<file path="config.mk">
export PLATFORM = sky130hd
export DESIGN_NAME = mdu_ctrl
export DESIGN_NICKNAME = d
export VERILOG_FILES = /design/src/rtl/mdu_ctrl.sv
export SDC_FILE = /design/constraint.sdc
export NUM_CORES = 2
export LEC_CHECK = 0
export BUFFER_PORTS_ARGS = -buffer_cell sky130_fd_sc_hd__buf_2
export CAP_MARGIN = 5
export CORE_MARGIN = 3
export CORE_UTILIZATION = 65
export DETAILED_ROUTE_END_ITERATION = 16
export GPL_TIMING_DRIVEN = 0
export PLACE_DENSITY = 0.91
export SKIP_LAST_GASP = 1
export SLEW_MARGIN = 20
export SYNTH_ARGS = -nofsm -noshare
export SYNTH_HDL_FRONTEND = slang
export SYNTH_SLANG_ARGS = --single-unit
</file>
<file path="constraint.sdc">
create_clock -name clk -period 14.1 [get_ports clk]
set_clock_uncertainty 0.2 [all_clocks]
set_input_delay 2.82 -clock clk [delete_from_list [all_inputs] [get_ports clk]]
set_output_delay 2.82 -clock clk [all_outputs]
set_load 0.005 [all_outputs]
</file>
<file path="src/rtl/mdu_ctrl.sv">
// mdu_ctrl: MULT/MULTU/DIV/DIVU sequencer for the EX stage (32-step restoring divide).
// Define MDU_MULT_ITER_EN to build MULT/MULTU as a 32-cycle shift-add instead of a 32x32 multiply.
module mdu_ctrl (
  input  logic        clk,
  input  logic        rst,
  input  logic        start,
  input  logic [1:0]  op,
  input  logic [31:0] src_a,
  input  logic [31:0] src_b,
  input  logic        flush,
  output logic        stallreq,
  output logic        busy,
  output logic        done,
  output logic [31:0] hi,
  output logic [31:0] lo,
  output logic        div_by_zero,
  output logic [1:0]  dbg_state
);

`ifdef MDU_MULT_ITER_EN
  typedef enum logic [1:0] {IDLE = 2'd0, DIV_ON = 2'd1, MUL_ON = 2'd2, DONE = 2'd3} state_t;
`else
  typedef enum logic [1:0] {IDLE = 2'd0, DIV_ON = 2'd1, DONE = 2'd3} state_t;
`endif

  state_t      r_state, w_next;
  logic [4:0]  r_cnt;
  logic [31:0] r_quo, r_rem, r_b, r_hi, r_lo;
  logic        r_q_neg, r_r_neg, r_done, r_dbz;
  logic        w_iter, w_last, w_stall;

  // Operand magnitudes: only signed ops (op[0] == 0) take |x|.
  logic        w_a_neg, w_b_neg;
  logic [31:0] w_a_mag, w_b_mag;
  assign w_a_neg = ~op[0] & src_a[31];
  assign w_b_neg = ~op[0] & src_b[31];
  assign w_a_mag = w_a_neg ? -src_a : src_a;
  assign w_b_mag = w_b_neg ? -src_b : src_b;

  // One restoring-divide step on the 33-bit shifted partial remainder.
  logic [32:0] w_shift, w_diff;
  logic        w_ge;
  logic [31:0] w_rem_nxt, w_quo_nxt;
  assign w_shift   = {r_rem, r_quo[31]};
  assign w_diff    = w_shift - {1'b0, r_b};
  assign w_ge      = ~w_diff[32];
  assign w_rem_nxt = w_ge ? w_diff[31:0] : w_shift[31:0];
  assign w_quo_nxt = {r_quo[30:0], w_ge};

`ifdef MDU_MULT_ITER_EN
  // Shift-add: r_rem is the upper accumulator half, r_quo holds the multiplier then the low half.
  logic [32:0] w_sum;
  logic [63:0] w_mag, w_mul_res;
  assign w_sum     = {1'b0, r_rem} + (r_quo[0] ? {1'b0, r_b} : 33'd0);
  assign w_mag     = {w_sum[32:1], w_sum[0], r_quo[31:1]};
  assign w_mul_res = r_q_neg ? -w_mag : w_mag;
  assign w_iter    = (r_state == DIV_ON) || (r_state == MUL_ON);
`else
  // Sign-extending to 64 bits makes one multiplier serve MULT and MULTU.
  logic [63:0] w_ext_a, w_ext_b, w_prod;
  assign w_ext_a = {{32{w_a_neg | (~op[0] & src_a[31])}}, src_a};
  assign w_ext_b = {{32{w_b_neg | (~op[0] & src_b[31])}}, src_b};
  assign w_prod  = w_ext_a * w_ext_b;
  assign w_iter  = (r_state == DIV_ON);
`endif

  assign w_last = (r_cnt == 5'd31);

  always_ff @(posedge clk) begin
    if (rst) r_state <= IDLE;
    else     r_state <= w_next;
  end

  // EX holds start high until the DONE cycle; stallreq is the hold-off that keeps it there.
  always_comb begin
    w_next  = r_state;
    w_stall = ~rst & ((start & (r_state != DONE) & ~flush) | w_iter);
    unique case (r_state)
      IDLE: if (start) begin
        if (op[1]) w_next = (src_b == 32'd0) ? DONE : DIV_ON;
`ifdef MDU_MULT_ITER_EN
        else       w_next = MUL_ON;
`else
        else       w_next = DONE;
`endif
      end
      DIV_ON: if (w_last) w_next = DONE;
`ifdef MDU_MULT_ITER_EN
      MUL_ON: if (w_last) w_next = DONE;
`endif
      DONE:    w_next = IDLE;
      default: w_next = IDLE;
    endcase
    if (flush) w_next = IDLE;
  end

  always_ff @(posedge clk) begin
    if (rst) begin
      r_cnt   <= 5'd0;
      r_quo   <= 32'd0;
      r_rem   <= 32'd0;
      r_b     <= 32'd0;
      r_hi    <= 32'd0;
      r_lo    <= 32'd0;
      r_q_neg <= 1'b0;
      r_r_neg <= 1'b0;
      r_done  <= 1'b0;
      r_dbz   <= 1'b0;
    end else begin
      r_done <= (w_next == DONE);
      unique case (r_state)
        IDLE: if (start && !flush) begin
          r_cnt   <= 5'd0;
          r_quo   <= w_a_mag;
          r_b     <= w_b_mag;
          r_rem   <= 32'd0;
          r_q_neg <= w_a_neg ^ w_b_neg;
          r_r_neg <= w_a_neg;
          if (op[1] && (src_b == 32'd0)) begin
            r_hi  <= src_a;
            r_lo  <= 32'hFFFF_FFFF;
            r_dbz <= 1'b1;
          end
`ifndef MDU_MULT_ITER_EN
          else if (!op[1]) begin
            r_hi  <= w_prod[63:32];
            r_lo  <= w_prod[31:0];
            r_dbz <= 1'b0;
          end
`endif
        end
        DIV_ON: if (!flush) begin
          r_cnt <= r_cnt + 5'd1;
          r_rem <= w_rem_nxt;
          r_quo <= w_quo_nxt;
          if (w_last) begin
            r_lo  <= r_q_neg ? -w_quo_nxt : w_quo_nxt;
            r_hi  <= r_r_neg ? -w_rem_nxt : w_rem_nxt;
            r_dbz <= 1'b0;
          end
        end
`ifdef MDU_MULT_ITER_EN
        MUL_ON: if (!flush) begin
          r_cnt <= r_cnt + 5'd1;
          r_rem <= w_sum[32:1];
          r_quo <= {w_sum[0], r_quo[31:1]};
          if (w_last) begin
            r_hi  <= w_mul_res[63:32];
            r_lo  <= w_mul_res[31:0];
            r_dbz <= 1'b0;
          end
        end
`endif
        default: ;
      endcase
    end
  end

  assign stallreq    = w_stall;
  assign busy        = (r_state != IDLE);
  assign done        = r_done;
  assign hi          = r_hi;
  assign lo          = r_lo;
  assign div_by_zero = r_dbz;
  assign dbg_state   = r_state;

endmodule

</file>
### Yosys cells after proc, flatten, opt, wreduce, memory -nomap -nowiden

Cells that the tools add are included.

| operators by class | value |
|---|---|
| add/subtract/negate cells | 6 |
| $mul | 1 |
| equal/unequal tests | 8 |
| muxes and demuxes | 38 |
| bitwise logic cells | 11 |
| reductions and logical operators | 10 |

Operators with widths:

| cell | count |
|---|---|
| 32-bit two-way mux | 19 |
| 32-bit one-hot mux with 2 select lines | 4 |
| 32-bit negator | 4 |
| 33-bit by 33-bit multiplier with 64-bit output | 1 |
| 33-bit by 32-bit subtractor with 33-bit output | 1 |
| 32-bit logical NOT | 1 |
| 2-bit two-way mux | 5 |
| 5-bit two-way mux | 2 |
| 5-bit one-hot mux with 2 select lines | 1 |
| 2-bit inequality test, second input constant | 3 |
| 5-bit by 1-bit adder with 5-bit output, second input constant | 1 |
| 1-bit AND | 5 |
| 5-bit == test, second input constant | 1 |
| 1-bit two-way mux | 5 |
| 5-bit AND reduction | 1 |
| 1-bit inverter | 4 |
| 2-bit one-hot mux with 2 select lines | 1 |
| 2-bit nonzero test | 2 |
| 3-bit inequality test, second input constant | 1 |
| 3-bit AND reduction | 1 |
| 2-bit by 1-bit == test with 1-bit output, second input constant | 1 |
| 2-bit == test, second input constant | 1 |
| 1-bit logical AND | 2 |
| 2-bit logical NOT | 1 |
| other kinds (6) | 6 |

| storage, ports and cells | value |
|---|---|
| flip-flop bits (word level) | 171 |
| logic and storage cells | 85 |

### Longest topological paths before layout

| depth | value |
|---|---|
| word-level depth | 7 |
| mapped depth | 34 |
| gate-level depth less buffers | 30 |

### Worst setup path before layout

No wires, ideal clock.

| timing path | value |
|---|---|
| path kind | input port to flip-flop |
| start | in src_a[31] |
| end | reg r_hi[27], in the netlist hi[27] |
| data arrival time | 11,083 ps |
| required time | 13,814 ps |
| path slack | 2,731 ps |
| stages on the path | 32 |
| path buffers | 4 |
| cell sequence | clkbuf_1 > nor2b_1 > clkbuf_1 > clkbuf_1 > nand2_1 > inv_1 > fa_1 > fa_1 > fa_1 > inv_1 > fa_1 > inv_1 > fa_1 > fa_1 > fa_1 > inv_1 > fa_1 > inv_1 > ha_1 > clkbuf_1 > nand4_1 > nor4_1 > o311ai_0 > a31oi_1 > a31oi_1 > a311oi_1 > a21bo_2 > a211oi_1 > or3_1 > a21oi_1 > a31oi_1 > a211oi_1 |

| between the ends | value |
|---|---|
| longest elaborated chain between the ends | 6 |

RTL lines:

| element | RTL line | source |
|---|---|---|
| start: declaration | 8 | `input logic [31:0] src_a,` |
| 1-bit AND | 35, 61 |  |
| 33-bit by 33-bit multiplier with 64-bit output * | 63 | `assign w_prod = w_ext_a * w_ext_b;` |
| 32-bit two-way mux * | 125 | `else if (!op[1]) begin` |
| 32-bit two-way mux * | 119 | `if (op[1] && (src_b == 32'd0)) begin` |
| 32-bit two-way mux * | 112 | `IDLE: if (start && !flush) begin` |
| 32-bit one-hot mux with 2 select lines * | 111 | `unique case (r_state)` |
| end signal: assignment | 120 | `r_hi <= src_a;` |
| end signal: assignment | 126 | `r_hi <= w_prod[63:32];` |
| end signal: assignment | 138 | `r_hi <= r_r_neg ? -w_rem_nxt : w_rem_nxt;` |
| end: declaration | 28 | `logic [31:0] r_quo, r_rem, r_b, r_hi, r_lo;` |

Mark *: on every way between the ends. The rest lies on a longest branch, timed or not. The select of a mux whose other input is x is not followed.
A chain may end at the register's enable or synchronous reset.

### Final worst setup path

| timing path | value |
|---|---|
| start | in src_a[31] |
| end | reg r_hi[29], in the netlist hi[29] |

Same word-level chain as after synthesis.

==> flow_metrics.py <==
metrics = {
    "status": {
        "status": "completed",
    },
    "sta": {
        "fin_crit_sh": 0.9823,
        "final_hold_viol_count": 0,
        "slew-limit-headroom": 0.04574,
        "tightest_slew_ns": 1.431,
        "rsz0062_at_grt": "no",
        "slew_viol_final": 0,
        "clock.fmax_mhz": 72.20,
        "setup_viol": 0,
        "fin_crit_ns": 13.85,
    },
    "synthesis": {
        "netlist_instances": 5868,
        "syn-num-nets": 7314,
        "syn_avg_cell_area_um2": 8.540,
        "synth.ff_latch_count": 171,
        "ys_types": 86,
        "synth_warnings": 0,
        "ys.flop_type": "dfxtp_1",
        "async_flop_share": 0,
        "synth_edf_count": 0,
        "synth_area_um2": 50110,
        "ys_seq_area_frac": 0.06831,
    },
    "placed_design": {
        "port_buffers": 93,
        "dpl_cell_area_um2": 51880,
        "gp_congestion": 1.094,
        "dp_cells": 6991,
        "hpwl_mm": 162.8,
    },
    "cts": {
        "htreeDepth": 4,
        "cts_buffers": 17,
        "clkTransAtPathRegs_ns": 0.07,
        "cts_root_buf": "clkbuf_16",
        "clk_latency_ns": 0.47,
        "clock_path_buffers": 2,
        "cts_hold_buf": 0,
        "cts_tree": "done",
        "clkSinkCount": 171,
    },
    "drt": {
        "ant_nets": 0,
        "routed_wl_mm": 200.3,
        "viasPerCell": 6.492,
        "drt-pass1-iter-count": 10,
        "vias": 45835,
        "routedWlPerCell_um": 28.38,
        "drc": 0,
        "drt_iter0_markers": 6502,
    },
    "grt": {
        "grt_use_met1": 0.5960,
        "antenna_found_initial": 27,
        "grtUsageMet2": 0.7111,
        "grt_max_degree": 25,
        "grt_pass1_wl_mm": 292.4,
        "use_met3": 0.2283,
        "grt.total_usage": 0.4993,
        "first_global_vias": 46746,
        "grt-ovfl-total": 0,
        "busiest_layer": "met2",
    },
    "setup_path": {
        "critical_path_class": "input pin to flop",
        "end_kind": "flop",
        "worstPathMaxFanout": 10,
        "critPathArrivalTime_ns": 14.04,
        "slowest_stage": "clkbuf_2",
        "crit_path_max_incr_delay_ns": 0.59,
        "cp_common_cell": "fa_1",
        "critPathRequiredTime_ns": 14.29,
        "start_kind": "input pin",
    },
    "floorplanning": {
        "fp-row-count": 101,
        "ios": 140,
        "core_area_um2": 76200,
        "die_y_um": 283.7,
        "die-area_um2": 80460,
        "initial_utilization": 0.6576,
        "die_width_um": 283.7,
    },
    "finish": {
        "fin_cells": 7060,
        "num-nets-final": 7426,
        "drive_above_1_share": 0.03554,
        "finalInstanceArea_um2": 52590,
        "syn2layout_area_growth_pct": 4.954,
    },
    "min_path": {
        "hold_class": "flop to flop",
    },
    "flow_run": {
        "max-cap-violations": 0,
    },
}
-- area by class of cell --
| type | instances | area [um2] |
|---|---|---|
| Clock inverter | 14 | 158.9 |
| Clock buffer | 18 | 429.2 |
| Inverter | 1195 | 4486 |
| Fill cell | 6189 | 23610 |
| Sequential cell | 171 | 3423 |
| Buffer | 378 | 1515 |
| Multi-Input combinational cell | 4123 | 40720 |
| Timing Repair Buffer | 94 | 476.7 |
| Antenna cell | 37 | 92.59 |
| Tap cell | 1030 | 1289 |
-- logic make-up (layout without fill, tap and decap cells) --
kind of cell	after synthesis	in the layout	synth area share
AO/OA/AOI/OAI	711	711	0.09348
other	0	37	0
adder cells (fa/ha/maj)	1376	1376	0.5123
flip-flops	171	171	0.06831
AND/OR/NAND/NOR	1809	1809	0.1662
multiplexers	25	25	0.005143
buffers and inverters	1574	1699	0.1193
XOR/XNOR	202	202	0.03531
-- cell usage after synthesis (32+ instances only) --
cell type	instances	share of area
xnor2_1	116	0.020
dfxtp_1	171	0.068
nand3_1	35	0.0035
nor3_1	59	0.0059
xor2_1	86	0.015
nand2_1	894	0.067
clkbuf_1	283	0.021
and2_1	361	0.045
a21o_1	45	0.0067
a211oi_1	65	0.0097
fa_1	1126	0.45
o211ai_1	32	0.0048
o31ai_1	33	0.0049
buf_1	64	0.0048
o21ai_0	111	0.011
ha_1	250	0.062
nor2_1	290	0.022
inv_1	1191	0.089
a21oi_1	211	0.021
-- layout by cell type (no fill, tap or decap), types with 33 or more instances in the layout --
| cell type | n |
|---|---|
| xor2_1 | 86 |
| nor2_1 | 290 |
| nand3_1 | 35 |
| fa_1 | 1124 |
| and2_1 | 361 |
| a21oi_1 | 211 |
| a211oi_1 | 65 |
| nand2_1 | 894 |
| o31ai_1 | 33 |
| ha_1 | 250 |
| dfxtp_1 | 171 |
| buf_2 | 116 |
| o21ai_0 | 111 |
| xnor2_1 | 116 |
| inv_1 | 1191 |
| a21o_1 | 45 |
| clkbuf_1 | 263 |
| diode_2 | 37 |
| nor3_1 | 59 |
| buf_1 | 61 |
-- flip-flops by register name (all words and copies together) (netlist names), 2 cells and up --
name,flops
dbg_state,2
hi,32
lo,32
r_b,32
r_cnt,5
r_quo,32
r_rem,32
-- per-layer routing --
metal / up-vias / share of wire
met4: 24 / 0.098
met2: 4151 / 0.41
met5: - / 0.00092
li1: 18097 / -
met1: 22353 / 0.32
met3: 1210 / 0.17
-- metrics by stage --
step | setup TNS, ns | hold slack [ns] | utilization | setup slack, ns
2_1_floorplan | 0 | 0.2319 | - | 2.731
3_3_place_gp | -1.329 | 0.2290 | 0.6806 | -0.5175
3_5_place_dp | -1.923 | 0.2374 | 0.6808 | -0.6580
4_1_cts | 0 | 0.2485 | 0.6885 | 0.1083
5_1_grt | 0 | 0.2704 | 0.6891 | 0.1638
6_report | 0 | 0.2452 | 0.6902 | 0.2499
-- worst max-delay path: cells and delay by family --
family / cells / cell delay [ns]
fa+ha+maj: 9 / 4.50
buf+inv: 9 / 2.67
compound gates: 8 / 2.26
simple gates: 5 / 1.52
xor+xnor: 1 / 0.25
-- repair_timing --
item / in CTS / in global routing
setup endpoints to repair: 2 / 4
gates resized for setup: 1 / 6
pin swaps: 0 / 0
buffers inserted: 0 / 0
-- path summary, 6_finish.rpt --
kind                                from             endpoint  slack [ns]  cells after the start
hold reg to reg      lo[15]$_SDFFE_PP0P_  lo[15]$_SDFFE_PP0P_        0.25                      2
hold / removal       lo[15]$_SDFFE_PP0P_  lo[15]$_SDFFE_PP0P_        0.25                      2
setup / recovery               src_a[31]  hi[29]$_SDFFE_PP0P_        0.25                     32
setup reg to reg  r_quo[31]$_SDFFE_PP0P_  hi[26]$_SDFFE_PP0P_        6.74                     24
Power is not shown: default switching activity piles up to over one toggle a cycle in this logic, so the estimate is an artifact.
